[src/rtl/correlation_pkg.sv]
// Shared constants for the fixed-coefficient 10-tap correlator.
package correlation_pkg;

   localparam int DATA_W = 4;
   localparam int PROD_W = 8;
   localparam int OUT_W  = 12;
   localparam int NTAPS  = 10;

   // Default matched-filter template, tap 0 first.
   localparam logic [DATA_W-1:0] H_DEFAULT [NTAPS] = '{
      4'd5, 4'd10, 4'd2, 4'd6, 4'd13, 4'd14, 4'd1, 4'd9, 4'd8, 4'd15
   };

endpackage

[src/rtl/corr_tap.sv]
// One correlator tap: sample times a constant coefficient, registered.
module corr_tap
   import correlation_pkg::*;
#(
   parameter logic [DATA_W-1:0] COEF = 4'd1
) (
   input  logic              i_clock,
   input  logic              i_reset,
   input  logic [DATA_W-1:0] i_x,
   output logic [PROD_W-1:0] o_prod
);

   logic [PROD_W-1:0] r_prod_p1;

   // Stage 1: register the constant product; reset flushes it to zero.
   always_ff @(posedge i_clock) begin
      if (i_reset) begin
         r_prod_p1 <= '0;
      end else begin
         r_prod_p1 <= PROD_W'(i_x) * PROD_W'(COEF);
      end
   end

   assign o_prod = r_prod_p1;

endmodule

[src/rtl/correlation_5.sv]
// Fixed-coefficient 10-tap correlator: registered products, then a
// registered balanced adder tree. Two-clock latency, one result per clock.
module correlation_5
   import correlation_pkg::*;
#(
   parameter logic [DATA_W-1:0] H0 = H_DEFAULT[0],
   parameter logic [DATA_W-1:0] H1 = H_DEFAULT[1],
   parameter logic [DATA_W-1:0] H2 = H_DEFAULT[2],
   parameter logic [DATA_W-1:0] H3 = H_DEFAULT[3],
   parameter logic [DATA_W-1:0] H4 = H_DEFAULT[4],
   parameter logic [DATA_W-1:0] H5 = H_DEFAULT[5],
   parameter logic [DATA_W-1:0] H6 = H_DEFAULT[6],
   parameter logic [DATA_W-1:0] H7 = H_DEFAULT[7],
   parameter logic [DATA_W-1:0] H8 = H_DEFAULT[8],
   parameter logic [DATA_W-1:0] H9 = H_DEFAULT[9]
) (
   output logic [OUT_W-1:0]  out,
   input  logic              clock,
   input  logic              reset,
   input  logic [DATA_W-1:0] x_0,
   input  logic [DATA_W-1:0] x_1,
   input  logic [DATA_W-1:0] x_2,
   input  logic [DATA_W-1:0] x_3,
   input  logic [DATA_W-1:0] x_4,
   input  logic [DATA_W-1:0] x_5,
   input  logic [DATA_W-1:0] x_6,
   input  logic [DATA_W-1:0] x_7,
   input  logic [DATA_W-1:0] x_8,
   input  logic [DATA_W-1:0] x_9
);

   localparam logic [DATA_W-1:0] C_COEF [NTAPS] = '{H0, H1, H2, H3, H4, H5, H6, H7, H8, H9};

   logic [DATA_W-1:0] w_x       [NTAPS];
   logic [PROD_W-1:0] w_prod_p1 [NTAPS];
   logic [OUT_W-1:0]  w_l1      [5];
   logic [OUT_W-1:0]  w_l2      [3];
   logic [OUT_W-1:0]  w_l3      [2];
   logic [OUT_W-1:0]  w_sum;
   logic [OUT_W-1:0]  r_sum_p2;

   assign w_x = '{x_0, x_1, x_2, x_3, x_4, x_5, x_6, x_7, x_8, x_9};

   // ---- Stage 1: per-tap registered products ----
   for (genvar g = 0; g < NTAPS; g++) begin : g_tap
      corr_tap #(
         .COEF (C_COEF[g])
      ) u_tap (
         .i_clock (clock),
         .i_reset (reset),
         .i_x     (w_x[g]),
         .o_prod  (w_prod_p1[g])
      );
   end

   // ---- Stage 2: balanced adder tree over the registered products ----
   // Max sum 10*225 = 2250 fits in OUT_W, so every level is OUT_W wide and cannot wrap.
   for (genvar k = 0; k < 5; k++) begin : g_l1
      assign w_l1[k] = OUT_W'(w_prod_p1[2*k]) + OUT_W'(w_prod_p1[2*k+1]);
   end

   assign w_l2[0] = w_l1[0] + w_l1[1];
   assign w_l2[1] = w_l1[2] + w_l1[3];
   assign w_l2[2] = w_l1[4];
   assign w_l3[0] = w_l2[0] + w_l2[1];
   assign w_l3[1] = w_l2[2];
   assign w_sum   = w_l3[0] + w_l3[1];

   // Register the tree result; reset discards any in-flight sum.
   always_ff @(posedge clock) begin
      if (reset) begin
         r_sum_p2 <= '0;
      end else begin
         r_sum_p2 <= w_sum;
      end
   end

   assign out = r_sum_p2;

endmodule

[config.mk]
export PLATFORM = sky130hd
export DESIGN_NAME = correlation_5
export DESIGN_NICKNAME = d
export VERILOG_FILES = /design/src/rtl/correlation_pkg.sv /design/src/rtl/corr_tap.sv /design/src/rtl/correlation_5.sv
export SDC_FILE = /design/constraint.sdc
export NUM_CORES = 1
export LEC_CHECK = 0
export CORE_MARGIN = 5
export CORE_UTILIZATION = 62
export DETAILED_ROUTE_END_ITERATION = 16
export GPL_TIMING_DRIVEN = 1
export PLACE_DENSITY = 0.89
export SLEW_MARGIN = 10
export SYNTH_ARGS = -nofsm -noshare
export SYNTH_HDL_FRONTEND = slang
export SYNTH_SLANG_ARGS = --single-unit
export TNS_END_PERCENT = 100
[constraint.sdc]
create_clock -name clock -period 11.7 [get_ports clock]
set_input_delay 1.755 -clock clock [delete_from_list [all_inputs] [get_ports clock]]
set_output_delay 1.755 -clock clock [all_outputs]
set_load 0.005 [all_outputs]
# Word level (Yosys, flattened, before mapping)
# Cells that the tools add are included.
word_totals:
  reg_bits: 92
  latchBits: 0
  ramBits: 0
  mem_bits_ro: 0
  in_bits: 42
  out_inout_bits: 12
  wordCells: 34
  memories: 0
classes:
  add_sub_neg: 9
  n_mul: 7
  n_div: 0
  n_lt_le_gt_ge: 0
  eq_ne: 0
  n_shift: 0
  n_mux: 0
  n_bitwise: 0
  reduce_logical: 0
op_table:
  columns: ["operator", "count"]
  rows:
  - ["$add 8x8->9", 5]
  - ["$mul 4x4->8 const B", 3]
  - ["$mul 4x3->7 const B", 3]
  - ["$add 9x9->10", 2]
  - ["$add 11x9->12", 1]
  - ["$add 10x10->11", 1]
  - ["$mul 4x2->6 const B", 1]

# Depth between registers and ports, before layout
# Gate-level depths: netlist of the first run.
depth:
  ltp_word: 4
  ltp_mapped: 14
  mapped_depth_nobuf: 14

# Modules after synthesis
# From an unflattened synthesis of the first run, not the netlist that was laid out.
hier_totals:
  cells_unflattened: 501
  hier_area_um2: 5367.6
by_module_without_submodules:
  columns: ["mod", "n_inst", "cells_per_inst", "area_per_inst_um2", "seq_area_each_um2"]
  rows:
  - ["correlation_5", 1, 224, 2311.0, 240.2]
  - ["corr_tap (g_tap[9].u_tap)", 1, 56, 603.1, 160.2]
  - ["corr_tap (g_tap[0].u_tap ...)", 2, 26, 291.5, 140.1]
  - ["corr_tap (g_tap[4].u_tap)", 1, 41, 461.7, 160.2]
  - ["corr_tap (g_tap[2].u_tap ...)", 3, 13, 138.9, 80.1]
  - ["corr_tap (g_tap[5].u_tap)", 1, 38, 415.4, 140.1]
  - ["corr_tap (g_tap[3].u_tap)", 1, 31, 307.8, 120.1]
  - ["corr_tap (g_tap[7].u_tap)", 1, 20, 269.0, 160.2]

# Least setup slack after synthesis of the first run
# No wires, ideal clock.
synth_path:
  path_kind: "register to register"
  from: "reg g_tap[0].u_tap.r_prod_p1[6]"
  to: "reg r_sum_p2[9], in the netlist out[9]"
  setup_time_ns: 0.121
  arrival_time_ns: 3.839
  t_required_ns: 11.579
  slack_ns: 7.741
  path_stages_with_launch: 14
  path_buffers: 0
  period_less_slack_ns: 3.959
  path_cell_list: "dfxtp_1 -> inv_1 -> fa_1 -> inv_1 -> fa_1 -> fa_1 -> inv_1 -> fa_1 -> inv_1 -> ha_1 -> a211oi_1 -> nor2_1 -> a2111oi_2 -> mux2_2"
synth_between:
  elab_chain_len: 4
synth_rtl:
  columns: ["element", "line_no", "rtl"]
  rows:
  - ["from (decl)", "corr_tap.sv:13", "logic [PROD_W-1:0] r_prod_p1;"]
  - ["from (signal assigned)", "corr_tap.sv:20", "r_prod_p1 <= PROD_W'(i_x) * PROD_W'(COEF);"]
  - ["$add 8x8->9", "correlation_5.sv:59", "assign w_l1[k] = OUT_W'(w_prod_p1[2*k]) + OUT_W'(w_prod_p1[2*k+1]);"]
  - ["$add 9x9->10", "correlation_5.sv:62", "assign w_l2[0] = w_l1[0] + w_l1[1];"]
  - ["$add 10x10->11", "correlation_5.sv:65", "assign w_l3[0] = w_l2[0] + w_l2[1];"]
  - ["$add 11x9->12", "correlation_5.sv:67", "assign w_sum = w_l3[0] + w_l3[1];"]
  - ["to (signal assigned)", "correlation_5.sv:74", "r_sum_p2 <= w_sum;"]
  - ["to (decl)", "correlation_5.sv:40", "logic [OUT_W-1:0] r_sum_p2;"]
# Every way passes these cells.
# A chain may end at the register's enable or synchronous reset.

# Worst setup path after layout of the first run
layout_path:
  from: "reg g_tap[3].u_tap.r_prod_p1[2]"
  to: "reg r_sum_p2[9], in the netlist out[9]"
layout_between:
  elab_chain_len: 4
layout_rtl:
  columns: ["element", "line_no"]
  rows:
  - ["from (decl)", "corr_tap.sv:13"]
  - ["from (signal assigned)", "corr_tap.sv:20"]
  - ["$add 8x8->9", "correlation_5.sv:59"]
  - ["$add 9x9->10", "correlation_5.sv:62"]
  - ["$add 10x10->11", "correlation_5.sv:65"]
  - ["$add 11x9->12", "correlation_5.sv:67"]
# Every way passes these cells.

==> summary.txt, run 1 <==
Outcome
  • Status: finished, final reports clean

Worst setup path
  • CP Cell Sequence: inv_1 -> fa_1 -> inv_1 -> fa_1 -> fa_1 -> inv_1 -> fa_1 -> inv_1 -> ha_1 -> o211ai_1 -> o211ai_2 -> a2111oi_2 -> mux2_2
  • Critical path's slowest cell: fa_1
  • Delay-heaviest family, CP: adder cells
  • Kind of critical path: flip-flop to flip-flop
  • CP Max Fanout: 5
  • CP Capture Type: flip-flop
  • CP max stage delay: between 0.5 and 0.6 ns
  • WP buf/inv: 4
  • Crit path DAT: 4.51 ns
  • CP Data Required Time: 11.94 ns
  • Worst Setup Start Kind: flip-flop

Yosys
  • Cells after Synth: just under 500
  • Mux contribution to synthesized area: 0.900%
  • Netlist Area Pre-Place: 0.00501 sq mm
  • Flops & latches, synth: 74
  • Yosys cell types: 43
  • Post-synthesis sequential area ratio: 29.6%
  • Yosys warning count: 0
  • Primary FF master, synth: dfxtp_1
  • Post-synthesis simple-gate area fraction: 11.0%
  • Asr flop ratio synth: 0%
  • Synthesized area per cell: approximately 10 sq um
  • Largest family of logic cells by synthesized area: adder cells
  • Synth Area in Adders: 39.7%
  • Net count after synthesis: ~660
  • Number of flops mapped to enable cells by yosys: 0
  • Synth Area in Compound Gates: 6.17%
  • Xor/xnor share of the synthesized area: 2.77%

Timing
  • Final Hold Vio Count: 0
  • Endpoints failing setup: 0
  • Final Max Slew Viols: 0
  • Clock skew: 0.00954 ns
  • RSZ-0062 raised after global routing: no
  • Min Clock Period, post-route: 4.27 ns
  • Worst slew pin tran: 0.779 ns
  • Final period util: 36.5%
  • Slew margin rel.: ~48%
  • Maximum clock frequency: approximately 230 MHz
  • Setup TNS: 0 ns

Clock tree
  • H-tree depth: 3
  • CTS max path bufs: 2
  • CTS resizes: 0
  • Number of CTS-inserted buffers: 9
  • Clock Sink Count: 74
  • Clk pin slew, worst setup/hold paths: 0.08 ns
  • Postcts setup bufs: 0
  • Hold-fix buffers, CTS: 0
  • Clk_lat worst skew: 0.36 ns
  • Root Buffer: clkbuf_8
  • CTS tree: done

Pwr
  • PD cells: 234 mW/mm^2
  • Static leakage: 2.80 nW
  • Peak supply drop: slightly below 0.0002 V

Flow run
  • Number of max-cap violations: 0

Drt
  • Routed len/inst: 14.1 um
  • Pre-antenna DRT Iters: 4
  • Number of DRC markers in iteration 0: 73
  • Wirelength, routed: around 9200 um
  • DRT antenna net count: 0
  • DRC errors left: 0
  • Vias/cell: 4.98
  • Routed vias: 3246

Floorplan
  • Top-Level Pins: 54
  • Die width: roughly 100 um
  • Row cnt: 32
  • Initial Utilization: 64.1%
  • Die ar.: between 0.009 and 0.01 sq mm
  • Core ar.: 0.00781 sq mm
  • Die Span Y: between 90 and 100 um

Placement
  • GP Congestion: 0.803
  • Post-DP HPWL: between 7000 and 8000 um
  • IO buf count: 52

Global routing
  • GRT Util Overall: 21.0%
  • First-pass GRT wire length: 16300 um
  • Total grt overflow: 0
  • Initial antenna violation count: 0
  • Vias in the first global route: 3659
  • Largest net degree at the start of global routing: 81

Finish
  • Final core occ: between 70 and 80%
  • Ratio of cells with drive above 1 in the final layout: 4.73%
  • Most frequent cells in the layout: 119 x inv_1, 74 x dfxtp_1, 63 x ha_1
  • Most common cell after layout, fill and taps aside: inv_1
  • P&R area growth vs syn: 16.4%
  • Nets: around 700
  • N_diodes: 0

Worst hold path
  • HP Class: flip-flop to flip-flop
==> worst paths after layout <==
kind / startpoint / to / slack [ns] / depth (start not counted)
worst max register to register: g_tap[3].u_tap.o_prod[2]$_SDFF_PP0_ / out[9]$_SDFF_PP0_ / 7.43 / 13
worst min register to register: g_tap[9].u_tap.o_prod[3]$_SDFF_PP0_ / out[0]$_SDFF_PP0_ / 0.84 / 2
worst max-delay path: g_tap[3].u_tap.o_prod[2]$_SDFF_PP0_ / out[9]$_SDFF_PP0_ / 7.43 / 13
worst min-delay path: g_tap[9].u_tap.o_prod[3]$_SDFF_PP0_ / out[0]$_SDFF_PP0_ / 0.84 / 2
==> report_power, final <==
part	switching [mW]	total (mW)	internal, mW	leakage [nW]
Sequential	0.0125	0.303	0.290	0.615
Clock	0.0983	0.209	0.111	0.102
Combinational	0.466	0.855	0.388	2.08
==> cell usage after synthesis, types with 2 or more instances <==
| cell type | count | area [sq um] |
|---|---|---|
| inv_1 | 119 | 447 |
| dfxtp_1 | 74 | 1480 |
| ha_1 | 63 | 788 |
| fa_1 | 60 | 1200 |
| nor2b_1 | 49 | 307 |
| nor2_1 | 32 | 120 |
| a21oi_1 | 11 | 55.1 |
| xnor2_1 | 10 | 87.6 |
| a21o_1 | 8 | 60.1 |
| clkbuf_1 | 6 | 22.5 |
| o21ai_0 | 6 | 30.0 |
| mux2_2 | 4 | 45.0 |
| nand2_1 | 4 | 15.0 |
| nor3b_1 | 4 | 30.0 |
| xor2_1 | 4 | 35.0 |
| a31oi_1 | 3 | 18.8 |
| a211oi_1 | 2 | 15.0 |
| buf_1 | 2 | 7.51 |
| nand2b_1 | 2 | 12.5 |
| nand3_1 | 2 | 10.0 |
| nor3_1 | 2 | 10.0 |
| o21a_1 | 2 | 15.0 |
| o311ai_0 | 2 | 17.5 |
==> metrics by stage <==
| stage | power [mW] | setup WS (ns) | cell area [sq um] | instances | hold slack, ns |
|---|---|---|---|---|---|
| 6_report | 1.37 | 7.43 | 5830 | 652 | 0.844 |
| 5_1_grt | 1.52 | 7.28 | 5830 | 652 | 0.934 |
| 4_1_cts | 1.37 | 7.42 | 5830 | 652 | 0.856 |
| 3_5_place_dp | 1.15 | 7.12 | 5610 | 636 | 0.846 |
| 3_3_place_gp | 1.12 | 7.22 | 5610 | 636 | 0.794 |
| 2_1_floorplan | 0.963 | 7.74 | 5010 | 491 | 0.711 |
==> sequential cells by signal, indices dropped and copies added, names as in the netlist <==
| name | cells |
|---|---|
| g_tap.u_tap.o_prod | 63 |
| out | 11 |
==> layer usage <==
metal | up-vias | part of all wire (%) | global-route usage, %
li1 | 1602 | - | -
met1 | 1535 | 40 | 23.2
met2 | 76 | 51 | 37.0
met3 | 33 | 5.0 | 5.35
met4 | 0 | 4.3 | 11.2
met5 | - | 0 | 0
==> cell families after synthesis <==
family          after synthesis
flops                        74
xor+xnor                     15
fa+ha+maj                   123
simple gates                101
compound gates               44
other cells                   1
mux                           4
buf+inv                     129
==> worst min-delay path, cell delays in order, from the launching register on <==
cell     delay (ns)
dfxtp_1        0.49
ha_1           0.19
nor2b_1        0.12
==> layout make-up <==
cell class | instances | area [sq um]
clock buffers | 11 | 151
clock inverters | 5 | 62.6
fillers | 518 | 1980
inverters | 119 | 447
multi-input cells | 288 | 3040
flip-flops and latches | 74 | 1480
well taps | 102 | 128
repair buffers | 53 | 523
Power figures use the tool's default switching activity.
==> run 2, diff against run 1 <==
Settings changed: CORE_UTILIZATION 62 to 52, PLACE_DENSITY 0.89 to 0.8.
Clock period 11.7 ns to 3.45 ns, I/O delays scaled along.
==> summary.txt, run 2 (synthesis results as in run 1) <==
Finish
  • N_diodes: 0 (unchanged)
  • Register Area: 0.00148 sq mm (+0.17%)
  • Post-Layout Inst Area: 0.00616 sq mm (+5.7%)
  • Most frequent cells in the layout: 110 x inv_1, 72 x dfxtp_1, 57 x ha_1
  • Nets: 728 (+2.5%)
  • Flip-flop count of the largest register after layout: 63 (unchanged)
  • Most common cell after layout, fill and taps aside: inv_1
  • P&R area growth vs syn: 23.0%
  • Footprint of the multi-input gates: 0.00318 sq mm (+4.8%)
  • Fillers: 685 (+32%)
  • Non-Filler Instances: 697 (+6.9%)
  • Ratio of cells with drive above 1 in the final layout: 13.2% (+8.5 points)

Drt
  • Routed len/inst: 13.3 um (-5.4%)
  • Pre-antenna DRT Iters: 4 (unchanged)
  • DRT antenna net count: 0 (unchanged)
  • DRC errors left: 0 (unchanged)
  • Wirelength, routed: 9300 um (+1.2%)
  • Vias/cell: 4.73 (-5.0%)
  • Routed vias: 3298 (+1.6%)
  • Number of DRC markers in iteration 0: 97 (+33%)

Worst setup path
  • CP max stage delay: 0.58 ns (about the same)
  • Critical path's slowest cell: fa_2
  • CP Cell Sequence: inv_1 -> fa_1 -> inv_1 -> fa_1 -> inv_1 -> fa_2 -> inv_1 -> ha_1 -> inv_1 -> ha_1 -> nand3_1 -> o211ai_2 -> a2111oi_2 -> mux2_2
  • FF-to-FF path depth: 14 (+1)
  • Most numerous cell on the critical path: inv_1
  • CP Data Required Time: 3.70 ns (-8.24 ns)
  • Delay-heaviest family, CP: adder cells
  • Worst Setup Start Kind: flip-flop
  • WP depth: 14 (+1)
  • Crit path DAT: 4.06 ns (-0.45 ns)
  • Kind of critical path: flip-flop to flip-flop
  • CP Max Fanout: 3 (-2)
  • CP Capture Type: flip-flop
  • WP buf/inv: 5 (+1)

Timing
  • Worst slew pin tran: 0.644 ns (-0.134 ns)
  • Clock skew: 0.0111 ns (+0.00154 ns)
  • Final Hold Vio Count: 0 (unchanged)
  • Final period util: 110% (+74 points)
  • Final Max Slew Viols: 0 (unchanged)
  • RSZ-0062 raised after global routing: yes
  • Maximum clock frequency: 262 MHz (+12%)
  • Min Clock Period, post-route: 3.81 ns (-0.456 ns)
  • Endpoints failing setup: 8 (+8)
  • Final worst setup slack: -0.360 ns (-7.79 ns)
  • Slew margin rel.: 57.0% (+8.9 points)

Clock tree
  • Number of CTS-inserted buffers: 9 (unchanged)
  • Clk pin slew, worst setup/hold paths: 0.08 ns (about the same)
  • Root Buffer: clkbuf_8
  • CTS max path bufs: 2 (unchanged)
  • Clock Sink Count: 74 (unchanged)
  • Clk_lat worst skew: 0.35 ns (about the same)
  • H-tree depth: 3 (unchanged)
  • CTS tree: done

Worst hold path
  • Worst hold path depth: 2 (unchanged)
  • HP Class: input pin to flip-flop

Pwr
  • PD cells: 972 mW/mm^2 (+310%)
  • Tot Pwr: 5.99 mW (+340%)
  • Peak supply drop: 0.000851 V (+330%)
  • Static leakage: 2.91 nW (+4.1%)

Global routing
  • Total grt overflow: 0 (unchanged)
  • GRT Util Overall: 17.7% (-3.3 points)
  • First-pass GRT wire length: 16200 um (-0.42%)
  • Vias in the first global route: 3662 (+0.082%)
  • Initial antenna violation count: 0 (unchanged)
  • Largest net degree at the start of global routing: 64 (-21%)

Placement
  • Dpl ws: -0.383 ns (-7.50 ns)
  • Cells after DPL: 679 (+6.8%)
  • Post-DP HPWL: 7450 um (+1.3%)
  • Placed Area: 0.00585 sq mm (+4.2%)
  • GP Congestion: 0.873 (+8.6%)
  • IO buf count: 52 (unchanged)

Floorplan
  • Die width: 108 um (+8.3%)
  • Core ar.: 0.00933 sq mm (+19%)
  • Top-Level Pins: 54 (unchanged)
  • Initial Utilization: 53.7% (-10 points)
  • Die Span Y: 108 um (+8.3%)
  • Die ar.: 0.0117 sq mm (+17%)
  • Row cnt: 35 (+9.4%)

Flow run
  • Number of max-cap violations: 0 (unchanged)

Outcome
  • Status: finished, violations left
  • Violated checks: setup timing
[run 2: changes by cell type in the layout (fill, tap and decap cells not counted), sizes merged]
cell | before | now
bufinv | 1 | 2
buf | 2 | 20
clkinv | 2 | 3
inv | 119 | 121
clkbuf | 11 | 9
clkinvlp | 2 | 0
[run 2: cell type report]
cell class | instances | share of cell area, %
Sequential cell | 74 | 24.1
Tap cell | 129 | 2.62
Clock inverter | 7 | 1.63
Multi-Input combinational cell | 288 | 51.6
Inverter | 119 | 7.25
Timing Repair Buffer | 71 | 10.7
Clock buffer | 9 | 2.01
[run 2: final timing paths]
| path | end | from | slack [ns] |
|---|---|---|---|
| hold reg to reg | out[0]$_SDFF_PP0_ | g_tap[9].u_tap.o_prod[3]$_SDFF_PP0_ | 0.82 |
| hold / removal | g_tap[9].u_tap.o_prod[4]$_SDFF_PP0_ | reset | 0.53 |
| setup reg to reg | out[9]$_SDFF_PP0_ | g_tap[0].u_tap.o_prod[1]$_SDFF_PP0_ | -0.36 |
| setup / recovery | out[9]$_SDFF_PP0_ | g_tap[0].u_tap.o_prod[1]$_SDFF_PP0_ | -0.36 |
[run 2: per-layer routing]
| layer | vias up | track usage (%) | part of all wire, % | wire length [um] |
|---|---|---|---|---|
| li1 | 1629 | - | - | - |
| met1 | 1582 | 21.3 | 42 | 3890 |
| met2 | 72 | 31.7 | 52 | 4870 |
| met3 | 15 | 2.81 | 4.1 | 378 |
| met4 | 0 | 6.76 | 1.8 | 167 |
| met5 | - | 0 | 0 | 0 |
[run 2: per-stage QoR]
step                util (%)  setup TNS [ns]  hold WS [ns]
finish                  66.0           -1.68         0.526
global route            66.0           -3.01         0.549
CTS                     65.7           -1.52         0.521
detailed placement      62.7           -1.94         0.824
global placement        62.7           -1.50         0.776
floorplan                  -          -0.802         0.597
[run 2: what timing repair did]
item,in CTS,in global routing
gates resized for setup,16,5
hold buffers,0,0
setup endpoints to repair,8,8
setup buffers,1,1
pin swaps,8,4
[run 2: power by group]
part           switching, mW  internal, mW  leakage (nW)
clock network          0.345         0.413         0.114
logic                   2.00          2.20          2.18
registers             0.0392         0.985         0.616
